## src/rtl/dmem_arb_pkg.sv

```systemverilog
// Shared types and encodings for the data-memory arbiter.
package dmem_arb_pkg;

  typedef enum logic [1:0] {
    S_IDLE,
    S_CORE,
    S_ACC,
    S_ACC_BURST
  } arb_state_e;

  typedef enum logic {
    OWN_CORE,
    OWN_ACC
  } owner_e;

  localparam logic MEM_RD    = 1'b1;
  localparam logic MEM_WR    = 1'b0;
  localparam logic CS_ACTIVE = 1'b0;

endpackage

```

## src/rtl/dmem_arb_rr_pick.sv

```systemverilog
// Combinational winner selection: round-robin with a bounded accelerator burst.
module dmem_arb_rr_pick
  import dmem_arb_pkg::*;
#(
  parameter int unsigned MAX_BURST = 16
) (
  input  logic       core_req,
  input  logic       acc_req,
  input  arb_state_e state,
  input  logic [7:0] burst_cnt,
  input  owner_e     last_winner,
  output logic       core_win,
  output logic       acc_win
);

  localparam logic [7:0] MAX_CNT = 8'(MAX_BURST);

  // Single requester wins outright; on contention the burst owner keeps the
  // port until its budget runs out, otherwise the previous loser goes next.
  always_comb begin
    core_win = 1'b0;
    acc_win  = 1'b0;
    if (core_req && acc_req) begin
      if (state == S_ACC_BURST && burst_cnt < MAX_CNT) begin
        acc_win = 1'b1;
      end else if (last_winner == OWN_ACC) begin
        core_win = 1'b1;
      end else begin
        acc_win = 1'b1;
      end
    end else begin
      core_win = core_req;
      acc_win  = acc_req;
    end
  end

endmodule

```

## src/rtl/dmem_arbiter.sv

```systemverilog
// Arbitrates the single-port data memory between the core LSU and the GEMM
// accelerator mover, and routes read data back to the issuing requester.
module dmem_arbiter
  import dmem_arb_pkg::*;
#(
  parameter int unsigned MAX_BURST = 16,
  parameter int unsigned ADDR_W    = 32
) (
  input  logic              clk,
  input  logic              rst_n,
  input  logic              core_req,
  input  logic              core_we,
  input  logic [ADDR_W-1:0] core_addr,
  input  logic [31:0]       core_wdata,
  input  logic [3:0]        core_mask,
  input  logic              acc_req,
  input  logic              acc_we,
  input  logic [ADDR_W-1:0] acc_addr,
  input  logic [31:0]       acc_wdata,
  input  logic [3:0]        acc_mask,
  input  logic              acc_lock,
  output logic              core_gnt,
  output logic              acc_gnt,
  output logic              core_rvalid,
  output logic              acc_rvalid,
  output logic [31:0]       core_rdata,
  output logic [31:0]       acc_rdata,
  output logic [31:0]       mem_address,
  output logic [31:0]       mem_data_in,
  output logic              mem_rd_wr_en,
  output logic              mem_bus_cs,
  output logic [3:0]        mem_mask,
  input  logic [31:0]       mem_data_out,
  input  logic              mem_valid,
  output logic              proto_err,
  output logic              burst_active
);

  localparam logic [7:0] MAX_CNT = 8'(MAX_BURST);

  arb_state_e state_q, state_d;
  owner_e     last_winner_q;
  owner_e     rd_owner_q;
  logic [7:0] burst_cnt_q, burst_cnt_d;
  logic       rd_pend_q;
  logic       proto_err_q;
  logic       core_win, acc_win;
  logic       rsp;

  dmem_arb_rr_pick #(.MAX_BURST(MAX_BURST)) u_pick (
    .core_req    (core_req),
    .acc_req     (acc_req),
    .state       (state_q),
    .burst_cnt   (burst_cnt_q),
    .last_winner (last_winner_q),
    .core_win    (core_win),
    .acc_win     (acc_win)
  );

  // Grants are suppressed while reset is held so the memory stays deselected.
  always_comb begin
    core_gnt     = rst_n & core_win;
    acc_gnt      = rst_n & acc_win;
    mem_bus_cs   = ~CS_ACTIVE;
    mem_rd_wr_en = MEM_RD;
    mem_address  = '0;
    mem_data_in  = '0;
    mem_mask     = '0;
    if (core_gnt) begin
      mem_bus_cs   = CS_ACTIVE;
      mem_rd_wr_en = core_we ? MEM_WR : MEM_RD;
      mem_address  = 32'(core_addr);
      mem_data_in  = core_wdata;
      mem_mask     = core_mask;
    end else if (acc_gnt) begin
      mem_bus_cs   = CS_ACTIVE;
      mem_rd_wr_en = acc_we ? MEM_WR : MEM_RD;
      mem_address  = 32'(acc_addr);
      mem_data_in  = acc_wdata;
      mem_mask     = acc_mask;
    end
  end

  // Next owner state and burst budget. The budget counts every locked acc
  // grant (including the one that opens the burst) made while the core waits,
  // so MAX_BURST bounds the whole consecutive run.
  always_comb begin
    state_d     = S_IDLE;
    burst_cnt_d = '0;
    if (core_gnt) begin
      state_d = S_CORE;
    end else if (acc_gnt) begin
      if (acc_lock) begin
        state_d     = S_ACC_BURST;
        burst_cnt_d = (core_req && burst_cnt_q < MAX_CNT) ? burst_cnt_q + 8'd1
                                                           : burst_cnt_q;
      end else begin
        state_d = S_ACC;
      end
    end
  end

  // Owner state, burst budget and round-robin pointer.
  always_ff @(posedge clk or negedge rst_n) begin
    if (!rst_n) begin
      state_q       <= S_IDLE;
      burst_cnt_q   <= '0;
      last_winner_q <= OWN_ACC;
    end else begin
      state_q     <= state_d;
      burst_cnt_q <= burst_cnt_d;
      if (core_gnt) begin
        last_winner_q <= OWN_CORE;
      end else if (acc_gnt) begin
        last_winner_q <= OWN_ACC;
      end
    end
  end

  // Outstanding-read tracking and sticky protocol check.
  always_ff @(posedge clk or negedge rst_n) begin
    if (!rst_n) begin
      rd_pend_q   <= 1'b0;
      rd_owner_q  <= OWN_CORE;
      proto_err_q <= 1'b0;
    end else begin
      rd_pend_q   <= (core_gnt & ~core_we) | (acc_gnt & ~acc_we);
      rd_owner_q  <= acc_gnt ? OWN_ACC : OWN_CORE;
      proto_err_q <= proto_err_q | (mem_valid ^ rd_pend_q);
    end
  end

  // Steer returning read data to the requester that issued the read.
  always_comb begin
    rsp          = rd_pend_q & mem_valid;
    core_rvalid  = rsp & (rd_owner_q == OWN_CORE);
    acc_rvalid   = rsp & (rd_owner_q == OWN_ACC);
    core_rdata   = core_rvalid ? mem_data_out : '0;
    acc_rdata    = acc_rvalid ? mem_data_out : '0;
    proto_err    = proto_err_q;
    burst_active = (state_q == S_ACC_BURST);
  end

endmodule
```

## config.mk

```make
export PLATFORM = sky130hd
export DESIGN_NAME = dmem_arbiter
export DESIGN_NICKNAME = d
export VERILOG_FILES = /design/src/rtl/dmem_arb_pkg.sv /design/src/rtl/dmem_arb_rr_pick.sv /design/src/rtl/dmem_arbiter.sv
export SDC_FILE = /design/constraint.sdc
export NUM_CORES = 1
export LEC_CHECK = 0
export CAP_MARGIN = 20
export CORE_AREA = 10 10 115 117
export CTS_CLUSTER_SIZE = 25
export DETAILED_ROUTE_END_ITERATION = 10
export DIE_AREA = 0 0 125 127
export GPL_TIMING_DRIVEN = 0
export HOLD_SLACK_MARGIN = 0.02
export PLACE_DENSITY = 0.67
export SLEW_MARGIN = 20
export SYNTH_ARGS = -nofsm -noshare
export SYNTH_HDL_FRONTEND = slang
export SYNTH_SLANG_ARGS = --single-unit
```

## constraint.sdc

```tcl
create_clock -name clk -period 2.15 [get_ports clk]
set_clock_uncertainty 0.05 [all_clocks]
set_input_delay 0.43 -clock clk [delete_from_list [all_inputs] [get_ports clk]]
set_output_delay 0.43 -clock clk [all_outputs]
set_load 0.05 [all_outputs]
```

== Word-level counts from Yosys, hierarchy flattened ==
Index checks and enable logic that the tools add are counted.
Cells by class
  reductions and logical operators: 4
  eq/ne operators: 2
  bitwise gates (word level): 13
  mux-type cells: 30
  $lt $le $gt $ge: 1
  add/subtract/negate cells: 1
Operator list (number)
  $mux W32: 6
  $mux W8: 4
  $mux W1: 16
  $add A8 B1 Y8 const B: 1
  $lt A8 B5 Y1 const B: 1
  $mux W4: 2
  $and A1 B1 Y1: 7
  $mux W2: 2
  $ne A4 B3 Y1 const B: 1
  $logic_and A1 B1 Y1: 3
  $not A1 Y1: 3
  $eq A2 B2 Y1 const B: 1
  $or A1 B1 Y1: 2
  $reduce_bool A2 Y1: 1
  $xor A1 B1 Y1: 1
Storage, ports and cells
  output and inout port bits: 140
  input port bits: 176
  word-level logic and storage cells: 57
  register bits after elaboration: 14

== Depth between registers and ports, before layout ==
  depth after elaboration: 7
  depth in mapped cells: 5
  depth with buffers taken out: 4

== By module ==
From an unflattened synthesis, not the netlist that was laid out.
Unflattened totals
  cells, all modules: 215
  area, all modules: 1757.9 um^2
Modules (own cells, without submodules)
  dmem_arbiter: cells each 208, times used 1, sequential area each 351.6 um^2, area each 1692.9 um^2
  dmem_arb_rr_pick: cells each 7, times used 1, sequential area each 0.0 um^2, area each 65.1 um^2

== Least setup slack after synthesis ==
Ideal clock, no wire load.
  kind: register to output
  start point: register state_q[0]
  end point: output mem_rd_wr_en
  data arrival time: 2282 ps
  slack: -612 ps
  required time: 1670 ps
  stages on the path, launching flop included: 5
  buffers on the path: 1
  cells stage by stage: dfrtp_1 -> and2_1 -> a311oi_1 -> clkbuf_1 -> a22oi_1
Between the ends
  elaborated cells on any way between the ends: 10
  classes of those cells: eq/ne (1); mux (6); bitwise (2); reduce/logical (1)
RTL lines
  start: declaration: RTL line dmem_arbiter.sv:41  | arb_state_e state_q, state_d;
  start signal: assignment: RTL line dmem_arbiter.sv:110  | state_q <= state_d;
  $eq A2 B2 Y1
  net burst_active: RTL line dmem_arbiter.sv:36  | output logic burst_active
  $logic_and A1 B1 Y1: RTL line dmem_arb_rr_pick.sv:24  | if (state == S_ACC_BURST && burst_cnt < MAX_CNT) begin
  $mux W1: RTL line dmem_arb_rr_pick.sv:24
  $mux W1: RTL line dmem_arb_rr_pick.sv:23  | if (core_req && acc_req) begin
  $and A1 B1 Y1: RTL line dmem_arbiter.sv:62  | core_gnt = rst_n & core_win;
  net core_gnt: RTL line dmem_arbiter.sv:22  | output logic core_gnt,
  $mux W1: RTL line dmem_arbiter.sv:69  | if (core_gnt) begin
  end: declaration: RTL line dmem_arbiter.sv:30  | output logic mem_rd_wr_en,
The timed path passes the listed nets, and every way through them passes these cells.

== Final worst setup path ==
  start point: register burst_cnt_q[5]
  end point: output mem_data_in[11]
Between the ends
  cells in the longest elaborated chain, start to end: 7
  elaborated cells on any way between the ends: 10
  classes of those cells: order compare (1); mux (6); bitwise (2); reduce/logical (1)
RTL lines
  start: declaration: RTL line dmem_arbiter.sv:44  | logic [7:0] burst_cnt_q, burst_cnt_d;
  start signal: assignment: RTL line dmem_arbiter.sv:111  | burst_cnt_q <= burst_cnt_d;
  $lt A8 B5 Y1 (*): RTL line dmem_arb_rr_pick.sv:24
  $logic_and A1 B1 Y1 (*): RTL line dmem_arb_rr_pick.sv:24
  $mux W1: RTL line dmem_arb_rr_pick.sv:24
  $mux W1: RTL line dmem_arb_rr_pick.sv:23
  $and A1 B1 Y1: RTL line dmem_arbiter.sv:63  | acc_gnt = rst_n & acc_win;
  $mux W32: RTL line dmem_arbiter.sv:75  | end else if (acc_gnt) begin
  $mux W32 (*): RTL line dmem_arbiter.sv:69
  end: declaration: RTL line dmem_arbiter.sv:29  | output logic [31:0] mem_data_in,
Every way passes the cells marked *; elsewhere a longest branch is shown, timed or not.

==> flow_summary_export.csv <==
group,metric,value,unit
status,status,"finished, violations left",
status,violations,"setup timing",
clock_tree,htreeDepth,1,
synthesis,yosysUniqueCellTypes,37,
global_route,grt_pass1_vias,3503,
setup_path,cp-start-kind,"flip-flop",
sta,min_period,2600,ps
setup_path,cp_max_fo,10,
setup_path,rr_startpoint,"burst_cnt_q[5]",
sta,slew_headroom,0.641,
detailed_routing,wl_per_cell,22.1,um
sta,worst_pin_slew,537,ps
sta,fmax,0.385,GHz
synthesis,postSynthAreaPerCell,8.33,um2
cells_and_area,fin_util,0.585,
setup_path,r2r_slack,220,ps
cells_and_area,antennaDiodeCount,0,
global_route,grt_pass1_wl,22000,um
synthesis,netlist_instances,225,
global_route,grt_overflow,0,
setup_path,cp.required,1670,ps
synthesis,synth.most_common_cell,"a22o_1",
floorplanning,die_y,127,um
hold_path,hp-class,"in -> async",
synthesis,synth_top_area_share,0.280,
placed_design,io_buffers,315,
clock_tree,numCtsBuffers,3,
cells_and_area,seqCellArea,352,um2
floorplanning,start_util,0.168,
floorplanning,core,0.0111,mm2
global_route,track_usage,0.174,
detailed_routing,first_iter_violations,95,
synthesis,synth_area_leaders,"a22o_1, dfrtp_1, and2_1, and3_1, clkbuf_8",
clock_tree,cts_hold_buf,0,
detailed_routing,drc,0,
synthesis,synth_seq_area_share,0.188,
clock_tree,clock_latency,250,ps
floorplanning,dieArea,0.0159,mm2
cells_and_area,drive_gt1_frac,0.497,
floorplanning,num_rows,39,
setup_path,cp-startpoint,"burst_cnt_q[5]",
cells_and_area,fill_cells,932,
power,powerDensity,436,mW/mm2
cells_and_area,multi_input_area,0.00186,mm2
synthesis,yosysTopAreaCell,"a22o_1",
detailed_routing,routed_wl,15700,um
detailed_routing,drtPass1Iterations,4,
setup_path,critical_path_class,"reg -> out",
floorplanning,chipWidth,125,um
power,p_leak,3.02,nW
synthesis,yosys_warnings,0,
sta,finalCritPeriodShare,1.21,
sta,fin_ws,-445,ps
detailed_routing,final_antenna_net_count,0,
synthesis,netlist_top_cells_count,"a22o_1, and2_1, and3_1",
power,irDropWorstVdd,0.240,mV
clock_tree,cts.sinks,14,
sta,maxSlewViolCount,0,
placed_design,pre_cts_ws,-2000,ps
cells_and_area,syn_to_final_growth,248,%
synthesis,netlist_area,0.00187,mm2
synthesis,synth_edf_count,0,
setup_path,cp.arrival,2120,ps
synthesis,ys.flop_type,"dfrtp_1",
synthesis,synth_nets,403,
setup_path,cp-end-kind,"output port",
detailed_routing,viasPerCell,4.58,
clock_tree,cts_tree,"built",
cells_and_area,finalNetCount,746,
global_route,grt_max_degree,21,
clock_tree,cts_max_path_buffers,2,
synthesis,synth-async-reset-ratio,1.00,
detailed_routing,vias,3251,
run,drv_cap,0,
placed_design,place.gp.congestion,0.918,
global_route,antenna_found_initial,1,
placed_design,dp_hpwl,12900,um
clock_tree,cts_root_buf,"clkbuf_16",
floorplanning,io_pins,316,
clock_tree,path_clk_slew,50,ps
sta,setup_violations,70,
sta,hold_viol_final,0,
synthesis,synth_seq_cells,14,
sta,rsz0062_at_grt,"yes",
kinds of logic (layout without fill, tap and decap cells):
| family | after synthesis | count (layout) | synth area share |
|---|---|---|---|
| xor+xnor | 1 | 1 | 0.00467 |
| compound gates | 84 | 84 | 0.382 |
| buf+inv | 28 | 370 | 0.0981 |
| fa+ha+maj | 2 | 2 | 0.0133 |
| flops | 14 | 14 | 0.188 |
| simple gates | 96 | 96 | 0.314 |
per-layer routing:
metal | GRT usage | share of wire | vias to the layer above
met1 | 0.153 | 0.32 | 1476
met2 | 0.342 | 0.54 | 201
met4 | 0.0434 | 0.019 | 2
li1 | - | - | 1553
met3 | 0.0885 | 0.12 | 19
met5 | 0 | 0.00083 | -
area by class of cell:
class,count,area share
inverter,3,0.00173
multi-input combinational,183,0.286
buffer,25,0.0480
tap,143,0.0275
timing repair buffer,338,0.569
sequential,14,0.0540
clock buffer,4,0.0136
final timing paths:
check,end,depth (start not counted)
max reg2reg,burst_cnt_q[0],6
min,state_q[1],1
max,mem_data_in[11],6
max in group asynchronous,last_winner_q,1
min reg2reg,proto_err,1
min in group clk,proto_err,1
sequential cells by signal (all words and copies together), names as in the netlist:
signal / count
last_winner_q: 1
proto_err: 1
rd_owner_q: 1
state_q: 2
rd_pend_q: 1
burst_cnt_q: 8
layout by cell type, fill, tap and decap left out, types with 3 or more instances in the layout:
cell             netlist  final
nor2_1                 5      5
clkbuf_16              0      9
dfrtp_1               13     13
o21ai_0                3      3
clkbuf_2               0      8
and2_2                 1     10
inv_1                  3      3
clkdlybuf4s18_2        0      3
clkdlybuf4s50_1        0    173
buf_2                  1      7
and2_1                34     25
nand3b_1               3      3
clkdlybuf4s15_2        0     33
a22o_2                 9     17
buf_8                  0     60
nand2_1                5      5
clkbuf_4               0     10
and3_1                33     33
buf_4                  0     33
a21oi_1                5      5
buf_6                  1     13
clkbuf_8               7      5
buf_12                 0     11
a22o_4                 0     51
nand2b_1               3      3
power by group:
group / internal [mW] / switching, mW
clock network: 0.283 / 0.120
logic: 1.07 / 1.08
registers: 0.279 / 0.0136
total: 1.63 / 1.21
stage by stage:
step / instances / hold slack [ps] / cell area (um2) / setup TNS (ps) / power (mW)
after CTS: 703 / 52.8 / 6210 / -29330 / 2.75
after global placement: 683 / 398 / 5410 / -196120 / 2.01
after global routing: 710 / 31.2 / 6510 / -33030 / 2.93
after floorplan: 225 / 84.4 / 2080 / -12960 / 1.27
final: 710 / 16.5 / 6510 / -28780 / 2.84
after detailed placement: 683 / 400 / 5410 / -198660 / 2.03
critical path, cell delays in order, from the launching register on:
cell and delay, ps:
dfrtp_1 380, or4_4 580, o211ai_4 250, buf_6 200, buf_8 140, a22o_2 170, buf_8 140
timing repair:
item,4_1_cts,5_1_grt
resized for setup,903,78
cloned,5,4
setup buffers,11,3
endpoints found under the setup margin,148,125
pin swaps,15,9
No activity file was read; power rests on OpenSTA's default activity.
